### src/rtl/bcd_inc_sequencer.sv
// Digit-serial BCD +1 sequencer: one digit per clock, LSD first, stops when carry dies.
// Optional build macro BCD_SATURATE_EN: on overflow, hold all-9s instead of wrapping to zero.
module bcd_inc_sequencer #(
    parameter int NDIG = 3,
    parameter int IDXW = 3
) (
    input  logic              clk,
    input  logic              rst,
    input  logic              start_valid,
    output logic              start_ready,
    input  logic [4*NDIG-1:0] din,
    output logic              done_valid,
    input  logic              done_ready,
    output logic [4*NDIG-1:0] dout,
    output logic              overflow,
    output logic              invalid,
    output logic              busy
);

    typedef enum logic [1:0] {
        S_IDLE = 2'd0,
        S_RUN  = 2'd1,
        S_DONE = 2'd2
    } state_t;

    state_t              r_state;
    state_t              w_state_nxt;

    logic [4*NDIG-1:0]   r_work;
    logic [IDXW-1:0]     r_idx;
    logic [4*NDIG-1:0]   r_dout;
    logic                r_overflow;
    logic                r_invalid;

    logic                w_accept;
    logic                w_din_invalid;
    logic [3:0]          w_digit;
    logic [3:0]          w_digit_inc;
    logic                w_digit_is9;
    logic                w_last_idx;
    logic [4*NDIG-1:0]   w_work_upd;
    logic [4*NDIG-1:0]   w_ovf_value;

`ifdef BCD_SATURATE_EN
    // Overflow only occurs for an all-9s operand, so holding the input is the same as all 9s.
    assign w_ovf_value = {NDIG{4'h9}};
`else
    assign w_ovf_value = '0;
`endif

    assign start_ready = (r_state == S_IDLE) && !rst;
    assign done_valid  = (r_state == S_DONE);
    assign busy        = (r_state != S_IDLE);
    assign dout        = r_dout;
    assign overflow    = r_overflow;
    assign invalid     = r_invalid;

    assign w_accept    = start_valid && start_ready;

    always_comb begin
        w_din_invalid = 1'b0;
        for (int i = 0; i < NDIG; i++) begin
            if (din[4*i +: 4] > 4'd9) begin
                w_din_invalid = 1'b1;
            end
        end
    end

    always_comb begin
        w_digit = 4'd0;
        for (int i = 0; i < NDIG; i++) begin
            if (r_idx == IDXW'(i)) begin
                w_digit = r_work[4*i +: 4];
            end
        end
    end

    // Carry is implicitly 1 for every RUN cycle; RUN is left as soon as it dies.
    assign w_digit_is9 = (w_digit == 4'd9);
    assign w_digit_inc = w_digit_is9 ? 4'd0 : (w_digit + 4'd1);
    assign w_last_idx  = (r_idx == IDXW'(NDIG - 1));

    always_comb begin
        w_work_upd = r_work;
        for (int i = 0; i < NDIG; i++) begin
            if (r_idx == IDXW'(i)) begin
                w_work_upd[4*i +: 4] = w_digit_inc;
            end
        end
    end

    always_ff @(posedge clk or posedge rst) begin
        if (rst) begin
            r_state <= S_IDLE;
        end else begin
            r_state <= w_state_nxt;
        end
    end

    always_comb begin
        w_state_nxt = r_state;
        case (r_state)
            S_IDLE: begin
                if (w_accept) begin
                    w_state_nxt = w_din_invalid ? S_DONE : S_RUN;
                end
            end
            S_RUN: begin
                if (!w_digit_is9 || w_last_idx) begin
                    w_state_nxt = S_DONE;
                end
            end
            S_DONE: begin
                if (done_ready) begin
                    w_state_nxt = S_IDLE;
                end
            end
            default: w_state_nxt = S_IDLE;
        endcase
    end

    always_ff @(posedge clk or posedge rst) begin
        if (rst) begin
            r_work     <= '0;
            r_idx      <= '0;
            r_dout     <= '0;
            r_overflow <= 1'b0;
            r_invalid  <= 1'b0;
        end else begin
            case (r_state)
                S_IDLE: begin
                    if (w_accept) begin
                        r_work     <= din;
                        r_idx      <= '0;
                        r_overflow <= 1'b0;
                        r_invalid  <= 1'b0;
                        if (w_din_invalid) begin
                            r_dout    <= din;
                            r_invalid <= 1'b1;
                        end
                    end
                end
                S_RUN: begin
                    r_work <= w_work_upd;
                    r_idx  <= r_idx + 1'b1;
                    if (!w_digit_is9) begin
                        r_dout <= w_work_upd;
                    end else if (w_last_idx) begin
                        r_dout     <= w_ovf_value;
                        r_overflow <= 1'b1;
                    end
                end
                default: begin
                end
            endcase
        end
    end

endmodule

### config.mk
export PLATFORM = sky130hd
export DESIGN_NAME = bcd_inc_sequencer
export DESIGN_NICKNAME = d
export VERILOG_FILES = /design/src/rtl/bcd_inc_sequencer.sv
export SDC_FILE = /design/constraint.sdc
export NUM_CORES = 1
export LEC_CHECK = 0
export ABC_AREA = 1
export BUFFER_PORTS_ARGS = -buffer_cell sky130_fd_sc_hd__buf_2
export CORE_ASPECT_RATIO = 0.8
export CORE_UTILIZATION = 56
export DETAILED_ROUTE_END_ITERATION = 6
export PLACE_DENSITY = 0.75
export SLEW_MARGIN = 0
export SYNTH_ARGS = -nofsm -noshare
export SYNTH_HDL_FRONTEND = slang
export SYNTH_SLANG_ARGS = --single-unit
### constraint.sdc
create_clock -name clk -period 2.75 [get_ports clk]
set_clock_uncertainty 0.15 [all_clocks]
set_input_delay 0.1375 -clock clk [delete_from_list [all_inputs] [get_ports clk]]
set_output_delay 0.1375 -clock clk [all_outputs]
set_load 0.03 [all_outputs]
; After elaboration in Yosys (flattened, before gate mapping)
; Index checks and enable logic that the tools add are counted.
[totals]
regBits = 31
inputBits = 16
out_inout_bits = 17
[op_classes]
addsub = 2
n_lt_le_gt_ge = 3
eq_ne = 12
muxes = 29
reduce_logical = 14
[op_table]
columns = op, n
row1 = 2-to-1 mux 12 bit, 5
row2 = case mux 12 bit (2 select lines), 2
row3 = 2-to-1 mux 4 bit, 7
row4 = > comparator 4 bit (second input constant), 3
row5 = inequality test 2 bit (second input constant), 5
row6 = 2-to-1 mux 2 bit, 4
row7 = AND reduction 4 bit, 2
row8 = 2-to-1 mux 1 bit, 7
row9 = case mux 2 bit (3 select lines), 1
row10 = case mux 3 bit (2 select lines), 1
row11 = adder 4 x 1 -> 4 bit (second input constant), 1
row12 = == test 4 bit (second input constant), 1
row13 = AND reduction 2 bit, 2
row14 = nonzero test 2 bit, 2
row15 = adder 3 x 1 -> 3 bit (second input constant), 1
row16 = == test 3 x 1 -> 1 bit (second input constant), 1
row17 = == test 3 x 2 -> 1 bit (second input constant), 1
row18 = zero test 3 bit, 1
row19 = 2-to-1 mux 3 bit, 1
row20 = inequality test 3 bit (second input constant), 1
row21 = AND reduction 3 bit, 1
row22 = == test 2 x 1 -> 1 bit (second input constant), 1
row23 = == test 2 bit (second input constant), 1
row24 = logical AND 1 bit, 2
row25 = other kinds (5), 6

; Longest topological paths before layout
; Gate-level depths: netlist of run 1.
[logic_depth]
word_depth = 9
depth_mapped = 16
depth_no_buf = 15

; Least setup slack after synthesis of run 1
; No wires, ideal clock.
[synth_timing]
path_type = register to register
startpoint = register r_idx[0]
endpoint = register r_dout[1], in the netlist dout[1]
setup_time_ps = 121
t_arrival_ps = 1988
required_ps = 2479
path_slack_ps = 491
path_stages_with_launch = 17
path_buffers = 2
cell_sequence = dfrtp_1 -> inv_1 -> ha_1 -> nand2_2 -> buf_6 -> inv_1 -> nand2_1 -> nand2_2 -> ha_1 -> nand3_4 -> inv_4 -> nand2_4 -> nand2_4 -> inv_2 -> buf_6 -> nor2_2 -> a21oi_2
[synth_between]
elab_chain_cells = 9
elab_cells_between_ends = 14
[synth_lines]
columns = item, line_no
row1 = start: declaration, 30  ; logic [IDXW-1:0] r_idx;
row2 = start signal: assignment, 145  ; r_idx <= r_idx + 1'b1;
row3 = zero test 3 bit, "72, 86"
row4 = 2-to-1 mux 4 bit (3 in series), 72  ; if (r_idx == IDXW'(i)) begin
row5 = adder 4 x 1 -> 4 bit or == test 4 bit (tied branches), "80, 79"
row6 = 2-to-1 mux 4 bit, 80  ; assign w_digit_inc = w_digit_is9 ? 4'd0 : (w_digit + 4'd1);
row7 = 2-to-1 mux 4 bit, 86  ; if (r_idx == IDXW'(i)) begin
row8 = 2-to-1 mux 12 bit, 146  ; if (!w_digit_is9) begin
row9 = case mux 12 bit (2 select lines), 130  ; case (r_state)
row10 = end signal: assignment, 138  ; r_dout <= din;
row11 = end signal: assignment, 147  ; r_dout <= w_work_upd;
row12 = end signal: assignment, 149  ; r_dout <= w_ovf_value;
row13 = end: declaration, 31  ; logic [4*NDIG-1:0] r_dout;
; Several ways; a longest one is shown, not always the timed one.
; A chain may end at the register's enable or synchronous reset.

; Final worst setup path of run 1
[layout_timing]
startpoint = register r_idx[0]
endpoint = register r_dout[9], in the netlist dout[9]
[layout_between]
elab_chain_cells = 9
elab_cells_between_ends = 14
[layout_lines]
columns = item, line_no
row1 = zero test 3 bit, 72
row2 = 2-to-1 mux 4 bit (3 in series), 72
row3 = adder 4 x 1 -> 4 bit or == test 4 bit (tied branches), "80, 79"
row4 = 2-to-1 mux 4 bit, 80
row5 = 2-to-1 mux 4 bit, 86
row6 = 2-to-1 mux 12 bit, 146
row7 = case mux 12 bit (2 select lines), 130
; Several ways; a longest one is shown, not always the timed one.

==> qor.yml, run 1 <==
status: "complete, but fails checks"
failed_checks: "negative hold slack"
nets: 341
peakVddDrop_v: 0.000572
hpwl_mm: 3.77
path_cells: "inv_1, ha_1, nand2_2, clkinvlp_4, nand2_1, nand2_2, ha_1, nand3_4, inv_4, nand2_4, nand2_4, inv_4, nor2_1, a21oi_2"
synth_edf_count: 0
synthDominantCellAreaShare_pct: 38.1
clkPwrFrac_pct: 17.3
die-area_um2: 3880
hold_ws_ns: -0.00548
grt.total_usage_pct: 28.1
cts.clk_slew.worst_paths_ns: 0.07
drive_above_1_share_pct: 28.1
num_rows: 19
cts_sinks: 31
p_sw_uw: 1060
ys_ff_latch: 31
vias_per_cell: 5.23
worst-path-max-fanout: 14
hold_class: "input pin to flip-flop"
syn_inst: 273
fin_area_um2: 2430
cp-start-kind: "flip-flop"
ys_warn_count: 0
placed_area_um2: 2230
grt_overflow: 0
antenna_found_initial: 0
fp.coreArea_um2: 3450
htree_levels: 2
fin_crit_ns: 2.55
clockBufferDepth: 2
port_buffers: 32
mostFrequentLayoutCells: "nand2_1 (63), nor2_1 (36), nand3_1 (32), buf_2 (32), dfrtp_1 (31)"
routabilityCongestion: 0.898
yosys-top-cells-area: "dfrtp_1 (38%), nand2_1 (12%), nand3_1 (7.9%), nor2_1 (6.6%), inv_1 (5.5%)"
final_common_cell: "nand2_1"
p_seq_share_pct: 31.4
io_pins: 33
cp.required_ns: 2.81
cts_buffers: 5
yosys.cell_types.count: 29
cellLeakagePower_uw: 0.00124
rsz0062_at_grt: "no"
p_int_uw: 1240
yosys_most_used_dff: "dfrtp_1"
setup_violations: 0
maxCapViolCount: 0
end_kind: "flip-flop"
yosys.area.top_type: "dfrtp_1"
period_share_pct: 92.7
yosysSeqAreaShare_pct: 38.1
clock_latency_ns: 0.28
nFillCells: 285
grt_pass1_wl_mm: 8.31
slew_headroom_pct: 63.7
worst_slew_pin_slew_ns: 0.543
grt_pass1_vias: 1775
syn_area_um2: 2030
syn_avg_cell_area_um2: 7.45
synthArstFlopShare_pct: 100
syn_nets: 295
drc: 0
critPathSlowestCell: "dfrtp_1"
drtAntennaViolNets: 0
path_class: "flip-flop to flip-flop"
post_drt_wl_per_cell_um: 13.9
die_x_um: 69.4
cts_tree: "done"
grt_max_degree: 25
crit_arrival_ns: 2.61
wirelength_mm: 5.02
die_h_um: 55.9
vias: 1893
antenna_cells: 0
swShare_pct: 46.2
hold_viol: 1
area_delta_synth_final_pct: 19.3
power_density_nw_per_um2: 949
cts_setup_buffers: 0
first_pass_iters: 5
drt_first_iter_violations: 106
start_util_pct: 59.0
fmax_mhz: 392
cpPeakStageDelay_ns: 0.39
root_buffer: "clkbuf_8"
final.setup.tns_ns: 0
slew_viol_final: 0
p_comb_share_pct: 51.3
-- kinds of logic after synthesis --
family	share of synthesized area, %
AND/OR/NAND/NOR	37.4
buffers and inverters	8.67
AO/OA/AOI/OAI	11.7
flip-flops	38.1
adder cells (fa/ha/maj)	3.69
XOR/XNOR	0.431
-- synthesized netlist by cell type, types with 2 or more instances --
master / count
nand2_4: 3
inv_1: 30
o22ai_1: 4
a21oi_1: 4
o21ai_0: 9
nand2_2: 4
o211ai_1: 2
nand3_1: 32
a31o_2: 3
nor2_2: 14
nor2_1: 36
dfrtp_1: 31
inv_2: 3
nand2_1: 63
buf_6: 3
a31oi_1: 3
nor2_4: 3
a21oi_2: 6
or2_2: 5
ha_1: 6
-- cell type report --
| class | count | area [um^2] | share of cell area, % |
|---|---|---|---|
| Tap cell | 42 | 52.6 | 2.16 |
| Multi-Input combinational cell | 202 | 1080 | 44.6 |
| Sequential cell | 31 | 776 | 32.0 |
| Clock buffer | 8 | 100 | 4.12 |
| Timing Repair Buffer | 45 | 280 | 11.5 |
| Inverter | 34 | 136 | 5.62 |
-- registers in the layout, summed over array words and instances (netlist names) --
register  cells
dout         12
r_work       12
r_idx         3
r_state       2
invalid       1
overflow      1
-- per-layer routing --
metal	vias up	track usage [%]	part of all wire, %
met2	60	44.0	46
met5	-	0	0
li1	959	-	-
met1	864	37.9	48
met4	0	12.8	2.4
met3	10	5.07	3.9
-- worst max-delay path, delay by kind of cell, from the launching register on --
| kind | cells | cell delay [ns] |
|---|---|---|
| AOI/OAI and AO/OA | 1 | 0.10 |
| adders and majority gates | 2 | 0.45 |
| buffers and inverters | 4 | 0.58 |
| DFF | 1 | 0.39 |
| and+or+nand+nor | 7 | 0.81 |
-- through the flow --
stage          setup slack, ns  hold slack, ns  utilization, %  std cells  power [uW]
2_1_floorplan            0.491          0.0738               -        273        1620
3_5_place_dp             0.142          0.0700            64.7        345        1890
3_3_place_gp             0.177          0.0884            64.7        345        1880
5_1_grt                 0.0156          0.0158            70.4        362        2470
4_1_cts                  0.117         0.00151            70.2        362        2300
6_report                 0.202        -0.00548            70.4        362        2300
-- power by group through the flow --
stage	combinational [uW]	clock [uW]	sequential, uW
final	1180	399	724
after global placement	1150	0	726
after detailed placement	1160	0	726
after CTS	1180	402	723
after floorplan	755	0	862
after global routing	1310	423	743
-- worst paths after layout --
path	from	end	slack (ns)	cells after the start
max reg2reg	r_idx[0]	dout[9]	0.20	14
min reg2reg	invalid	invalid	0.33	2
max in group asynchronous	rst	dout[3]	1.50	4
min in group asynchronous	rst	r_work[8]	0.31	3
max	r_idx[0]	dout[9]	0.20	14
min	din[7]	r_work[7]	-0.005	3
-- what timing repair did --
action	4_1_cts	5_1_grt
resized for setup	0	4
endpoints found under the hold margin	22	0
endpoints found under the setup margin	0	12
hold buffers	9	0
Power figures use the tool's default switching activity.
==> run 2: changes to the inputs <==
--- a/config.mk
+++ b/config.mk
@@ -6,7 +6,7 @@
 export NUM_CORES = 1
 export LEC_CHECK = 0
 export ABC_AREA = 1
-export BUFFER_PORTS_ARGS = -buffer_cell sky130_fd_sc_hd__buf_2
+export BUFFER_PORTS_ARGS = -buffer_cell sky130_fd_sc_hd__buf_4
 export CORE_ASPECT_RATIO = 0.8
 export CORE_UTILIZATION = 56
 export DETAILED_ROUTE_END_ITERATION = 6
==> run 2 against run 1 <==
Net effect: the flow now finishes without violations; design area grew 1.6%; setup slack improved by 0.044 ns; flip-flop and latch count is the same; global-route usage is 0.26 points lower; largest cell class unchanged; via count up 1.7%.
==> qor.yml, run 2 (synthesis gave the netlist of run 1 again) <==
status: "finished clean"
period_share_pct: 91.0  # -1.6 points
power_density_nw_per_um2: 935  # -1.5%
critPathSlowestCell: "dfrtp_1"
cts_tree: "done"
ff2ff_path_depth: 15  # +1
hold_ws_ns: 0.0116  # +0.0171 ns
die_h_um: 55.9  # unchanged
setup_violations: 0  # unchanged
path_cells: "inv_1, ha_1, nand2_1, inv_2, nand2_1, nand3_1, nand2_2, ha_1, nand3_4, inv_4, nand2_4, nand2_4, inv_4, nor2_2, a21oi_2"
die_x_um: 69.4  # unchanged
hold_viol: 0  # -1
area_delta_synth_final_pct: 21.3
rsz0062_at_grt: "no"
die-area_um2: 3880  # unchanged
drt_first_iter_violations: 107  # +0.94%
fin_area_um2: 2470  # +1.6%
placed_area_um2: 2300  # +3.3%
mostFrequentLayoutCells: "nand2_1 (63), nor2_1 (36), buf_4 (35)"
swShare_pct: 46.2  # about the same
path_class: "flip-flop to flip-flop"
cts_buffers: 5  # unchanged
grt_max_degree: 25  # unchanged
finalNonFillerCells: 360  # -0.55%
p_int_uw: 1240  # +0.15%
hold_depth: 3  # unchanged
wirelength_mm: 4.96  # -1.2%
clkPwrFrac_pct: 14.6  # -2.7 points
cts.clk_slew.worst_paths_ns: 0.06  # about the same
first_pass_iters: 4  # -1
hold_class: "input pin to flip-flop"
grt_overflow: 0  # unchanged
highest_layer: "met4"
worst-path-max-fanout: 14  # unchanged
final_common_cell: "nand2_1"
dp_cells: 344  # -0.29%
cts_setup_buffers: 0  # unchanged
fin_crit_ns: 2.50  # -0.0443 ns
clock_latency_ns: 0.28  # about the same
clockBufferDepth: 2  # unchanged
worst_slew_pin_slew_ns: 0.579  # +0.0351 ns
slew_headroom_pct: 61.4  # -2.3 points
final.setup.tns_ns: 0  # unchanged
cpPeakStageDelay_ns: 0.40  # about the same
drc: 0  # unchanged
drive_above_1_share_pct: 27.7  # -0.45 points
htree_levels: 2  # unchanged
p_sw_uw: 1070  # about the same
io_pins: 33  # unchanged
cts_sinks: 31  # unchanged
cp-start-kind: "flip-flop"
grt_pass1_vias: 1804  # +1.6%
met2_length_mm: 2.27  # -1.9%
end_kind: "flip-flop"
vias: 1926  # +1.7%
grt_pass1_wl_mm: 8.34  # +0.42%
grt.total_usage_pct: 27.8  # -0.26 points
root_buffer: "clkbuf_8"
cellLeakagePower_uw: 0.00125  # +1.4%
port_buffers: 32  # unchanged
vias_per_cell: 5.35  # +2.3%
nets: 339  # -0.59%
p_comb_share_pct: 53.7  # +2.4 points
routabilityCongestion: 0.919  # +2.3%
num_rows: 19  # unchanged
fmax_mhz: 399  # +1.8%
start_util_pct: 59.0  # unchanged
post_drt_wl_per_cell_um: 13.8  # -0.67%
maxCapViolCount: 0  # unchanged
crit_arrival_ns: 2.55  # -0.06 ns
drtAntennaViolNets: 0  # unchanged
fp.coreArea_um2: 3450  # unchanged
cp.required_ns: 2.80  # about the same
antenna_cells: 0  # unchanged
antenna_found_initial: 0  # unchanged
slew_viol_final: 0  # unchanged
hpwl_mm: 3.82  # +1.3%
drt-met1-wl_mm: 2.27  # -4.7%
p_seq_share_pct: 31.7  # +0.3 points
wl_met3_um: 320  # +62%
peakVddDrop_v: 0.000693  # +21%
[run 2: changes by cell type in the layout (fill, tap and decap cells not counted), sizes merged]
| cell | delta |
|---|---|
| clkbuf | -1 |
| inv | +1 |
| dlygate4sd3 | -1 |
| clkinvlp | -1 |
| clkinv | +1 |
| buf | -1 |
[run 2: path summary, 6_finish.rpt]
kind,endpoint,slack (ns),start
setup / recovery,dout[10],0.25,r_idx[1]
hold / removal,r_work[0],0.01,din[0]
setup reg to reg,dout[10],0.25,r_idx[1]
hold reg to reg,invalid,0.34,invalid
max in group asynchronous,r_work[2],1.46,rst
min in group asynchronous,dout[4],0.35,rst
[run 2: layout make-up]
type | count | area [um^2]
Multi-Input combinational cell | 202 | 1080
Fill cell | 261 | 980
Sequential cell | 31 | 776
Timing Repair Buffer | 43 | 343
Inverter | 34 | 133
Clock buffer | 7 | 76.3
Tap cell | 42 | 52.6
Clock inverter | 1 | 5.00
[run 2: repair_timing]
action	4_1_cts	5_1_grt
gates resized for setup	0	4
hold buffers	8	0
hold endpoints to repair	22	0
setup endpoints to repair	0	12
[run 2: stage by stage]
stage	worst slack (ns)	utilization, %	total power (uW)
floorplan	0.491	-	1620
global placement	0.258	66.8	1940
detailed placement	0.138	66.8	1950
CTS	0.112	71.5	2300
global route	0.0223	71.6	2470
finish	0.246	71.6	2310
[run 2: power groups by stage]
stage               clock network (uW)  logic [uW]  registers (uW)
finish                             337        1240             731
global route                       361        1370             747
CTS                                342        1230             728
detailed placement                   0        1220             733
global placement                     0        1200             736
floorplan                            0         755             862
[run 2: critical path, delay by kind of cell, from the launching register on]
family | cells | cell delay [ns]
and+or+nand+nor | 8 | 0.78
DFF | 1 | 0.40
buffers and inverters | 4 | 0.49
adders and majority gates | 2 | 0.48
AOI/OAI and AO/OA | 1 | 0.11
[run 2: metal layers]
| layer | up-vias | track usage [%] |
|---|---|---|
| met4 | 0 | 10.2 |
| met1 | 887 | 38.1 |
| met3 | 10 | 5.80 |
| met2 | 69 | 43.6 |
| li1 | 960 | - |
| met5 | - | 0 |
==> run 3: changes to the inputs <==
--- a/config.mk
+++ b/config.mk
@@ -5,10 +5,9 @@
 export SDC_FILE = /design/constraint.sdc
 export NUM_CORES = 1
 export LEC_CHECK = 0
-export ABC_AREA = 1
 export BUFFER_PORTS_ARGS = -buffer_cell sky130_fd_sc_hd__buf_4
 export CORE_ASPECT_RATIO = 0.8
-export CORE_UTILIZATION = 56
+export CORE_UTILIZATION = 55
 export DETAILED_ROUTE_END_ITERATION = 6
 export PLACE_DENSITY = 0.75
 export SLEW_MARGIN = 0
==> run 3 against run 2 <==
Net effect: sequential share of layout area is 0.59 points higher; critical path depth is 5 lower; sequential power is 2% lower; clock power is 18% higher; setup slack worse by 0.13 ns; global-route usage is 4.8 points higher; largest cell class unchanged; cell count is 17% lower; worst hold slack worse by 0.00054 ns.
==> qor.yml, run 3 <==
synthArstFlopShare_pct: 100  # unchanged
grt_pass1_vias: 1675  # -7.2%
post_drt_wl_per_cell_um: 18.2  # +32%
cellLeakagePower_uw: 0.00108  # -14%
post-place-ws_ns: 0.0230  # -0.115 ns
clock_latency_ns: 0.29  # about the same
final.setup.tns_ns: 0  # unchanged
grt_pass1_wl_mm: 8.26  # -0.99%
antenna_found_initial: 0  # unchanged
root_buffer: "clkbuf_8"
hold_viol: 0  # unchanged
cp-start-kind: "flip-flop"
yosys-top-cells-area: "dfrtp_1 (42%), a22oi_1 (6.1%), nor2_1 (4.7%), a21oi_1 (4.6%), o21ai_0 (4.4%)"
wirelength_mm: 5.43  # +9.5%
grt.total_usage_pct: 32.6  # +4.8 points
synthDominantCellAreaShare_pct: 42.2  # +4.0 points
vias: 1837  # -4.6%
synth_most_common_cell: "dfrtp_1"
nFillCells: 225  # -14%
synth_edf_count: 0  # unchanged
peakVddDrop_v: 0.000585  # -16%
area_delta_synth_final_pct: 31.9
cts.clk_slew.worst_paths_ns: 0.07  # about the same
cts_buffers: 5  # unchanged
drc: 0  # unchanged
num_rows: 18  # -1
synth_common_cells: "dfrtp_1 (31), nor2_1 (23), a21oi_1 (17), o21ai_0 (16), a22oi_1 (15)"
slew_headroom_pct: 61.0  # -0.36 points
fp.coreArea_um2: 3130  # -9.2%
die_x_um: 66.7  # -3.9%
drive_above_1_share_pct: 28.6  # +0.90 points
syn_area_um2: 1840  # -9.6%
path_class: "flip-flop to flip-flop"
grt_overflow: 0  # unchanged
hpwl_mm: 3.81  # -0.26%
final_common_cell: "buf_4"
hold_class: "input pin to flip-flop"
syn_inst: 207  # -24%
drt_first_iter_violations: 99  # -7.5%
yosysSeqAreaShare_pct: 42.2  # +4.0 points
ff2ff_path_depth: 10  # -5
status: "finished clean"
ys_warn_count: 0  # unchanged
start_util_pct: 58.8  # -0.27 points
io_pins: 33  # unchanged
yosys.area.top_type: "dfrtp_1"
die-area_um2: 3580  # -7.7%
cts_sinks: 31  # unchanged
first_pass_iters: 4  # unchanged
slew_viol_final: 0  # unchanged
r2r_start: "r_idx[1]"
setup_violations: 0  # unchanged
antenna_cells: 0  # unchanged
reg2reg_to: "dout[7]"
fin_ws_ns: 0.112  # -0.134 ns
total_power_uw: 2410  # +4.7%
worst-path-max-fanout: 9  # -5
end_kind: "flip-flop"
drtAntennaViolNets: 0  # unchanged
crit_arrival_ns: 2.71  # +0.16 ns
die_h_um: 53.7  # -3.9%
vias_per_cell: 6.14  # +15%
nets: 280  # -17%
cp.required_ns: 2.82  # +0.02 ns
yosys.cell_types.count: 39  # +34%
maxCapViolCount: 0  # unchanged
yosys_most_used_dff: "dfrtp_1"
power_density_nw_per_um2: 995  # +6.5%
htree_levels: 2  # unchanged
worst_slew_pin_slew_ns: 0.579  # -0.00000751 ns
cts_tree: "done"
ys_ff_latch: 31  # unchanged
clockBufferDepth: 2  # unchanged
hold_depth: 3  # unchanged
syn_nets: 229  # -22%
fin_crit_ns: 2.64  # +0.134 ns
critPathLaunch: "r_idx[1]"
period_share_pct: 95.9  # +4.9 points
syn_avg_cell_area_um2: 8.89  # +19%
crit_end: "dout[7]"
port_buffers: 32  # unchanged
mostFrequentLayoutCells: "buf_4 (47), dfrtp_1 (30), nor2_1 (23)"
rrSetupSlack_ns: 0.11  # -0.13 ns
fmax_mhz: 379  # -5.1%
routabilityCongestion: 0.900  # -2.1%
grt_max_degree: 25  # unchanged
## run 3: cell types whose count changed after synthesis, sizes merged, moves of 6 or more
cell    delta
nand2     -57
a22oi     +15
a21oi      +8
inv       -23
o21ai      +9
nor2      -30
nor2b      +8
clkbuf     +6
nand3     -26
## run 3: worst max-delay path, cell delays in order (launching register included)
cell	delay, ns
dfrtp_1	0.43
inv_2	0.09
ha_4	0.19
nand3b_1	0.17
a221oi_2	0.30
inv_1	0.09
ha_2	0.22
or3_1	0.37
and3_4	0.22
a211oi_2	0.21
a311o_1	0.14
## run 3: worst min path at each step
stage                      start   endpoint  slack [ns]
after floorplan              rst    dout[0]        0.09
after global placement       rst   overflow       -0.05
after detailed placement     rst    invalid       -0.03
after CTS                 din[1]  r_work[1]        0.01
after global routing      din[1]  r_work[1]        0.03
final                     din[0]  r_work[0]        0.01
## run 3: kinds of logic (layout without fill, tap and decap cells)
logic type / after synthesis / count (layout) / share of synthesized area [%]
AOI/OAI and AO/OA: 75 / 75 / 28.2
buffers and inverters: 24 / 76 / 5.65
xor gates and xnor gates: 2 / 2 / 0.953
DFF: 31 / 31 / 42.2
adders and majority gates: 6 / 6 / 4.08
muxes: 2 / 2 / 1.22
and+or+nand+nor: 67 / 67 / 17.8
## run 3: metrics by stage
step | cells | area (um^2) | hold slack, ns | utilization (%)
3_5_place_dp | 280 | 2170 | -0.0347 | 69.4
5_1_grt | 299 | 2430 | 0.0329 | 77.5
3_3_place_gp | 280 | 2170 | -0.0483 | 69.4
4_1_cts | 298 | 2370 | 0.0140 | 75.9
2_1_floorplan | 207 | 1840 | 0.0910 | -
6_report | 299 | 2430 | 0.0111 | 77.5
## run 3: routing by layer
| layer | up-vias | GRT usage (%) | wire length (um) | part of all wire, % |
|---|---|---|---|---|
| li1 | 858 | - | - | - |
| met1 | 893 | 42.4 | 2370 | 44 |
| met2 | 77 | 56.2 | 2610 | 48 |
| met3 | 9 | 6.36 | 405 | 7.5 |
| met4 | 0 | 8.16 | 55 | 1.0 |
| met5 | - | 0 | 0 | 0 |
## run 3: area by class of cell
class | instances | area, um^2 | area share (%)
Sequential cell | 31 | 777 | 32.0
Timing Repair Buffer | 57 | 453 | 18.7
Clock buffer | 8 | 100 | 4.13
Multi-Input combinational cell | 152 | 1000 | 41.4
Tap cell | 40 | 50.0 | 2.06
Inverter | 11 | 41.3 | 1.70
## run 3: timing repair
item / CTS / global route
pin swaps: 0 / 2
resized for setup: 1 / 12
hold buffers: 10 / 0
endpoints found under the hold margin: 19 / 0
endpoints found under the setup margin: 1 / 17
buffers inserted: 0 / 1
## run 3: report_power, final
| part | leakage, uW | internal (uW) | total, uW | switching (uW) |
|---|---|---|---|---|
| Sequential | 0.000372 | 602 | 716 | 115 |
| Clock | 0.0000515 | 228 | 399 | 171 |
| Combinational | 0.000655 | 535 | 1300 | 765 |
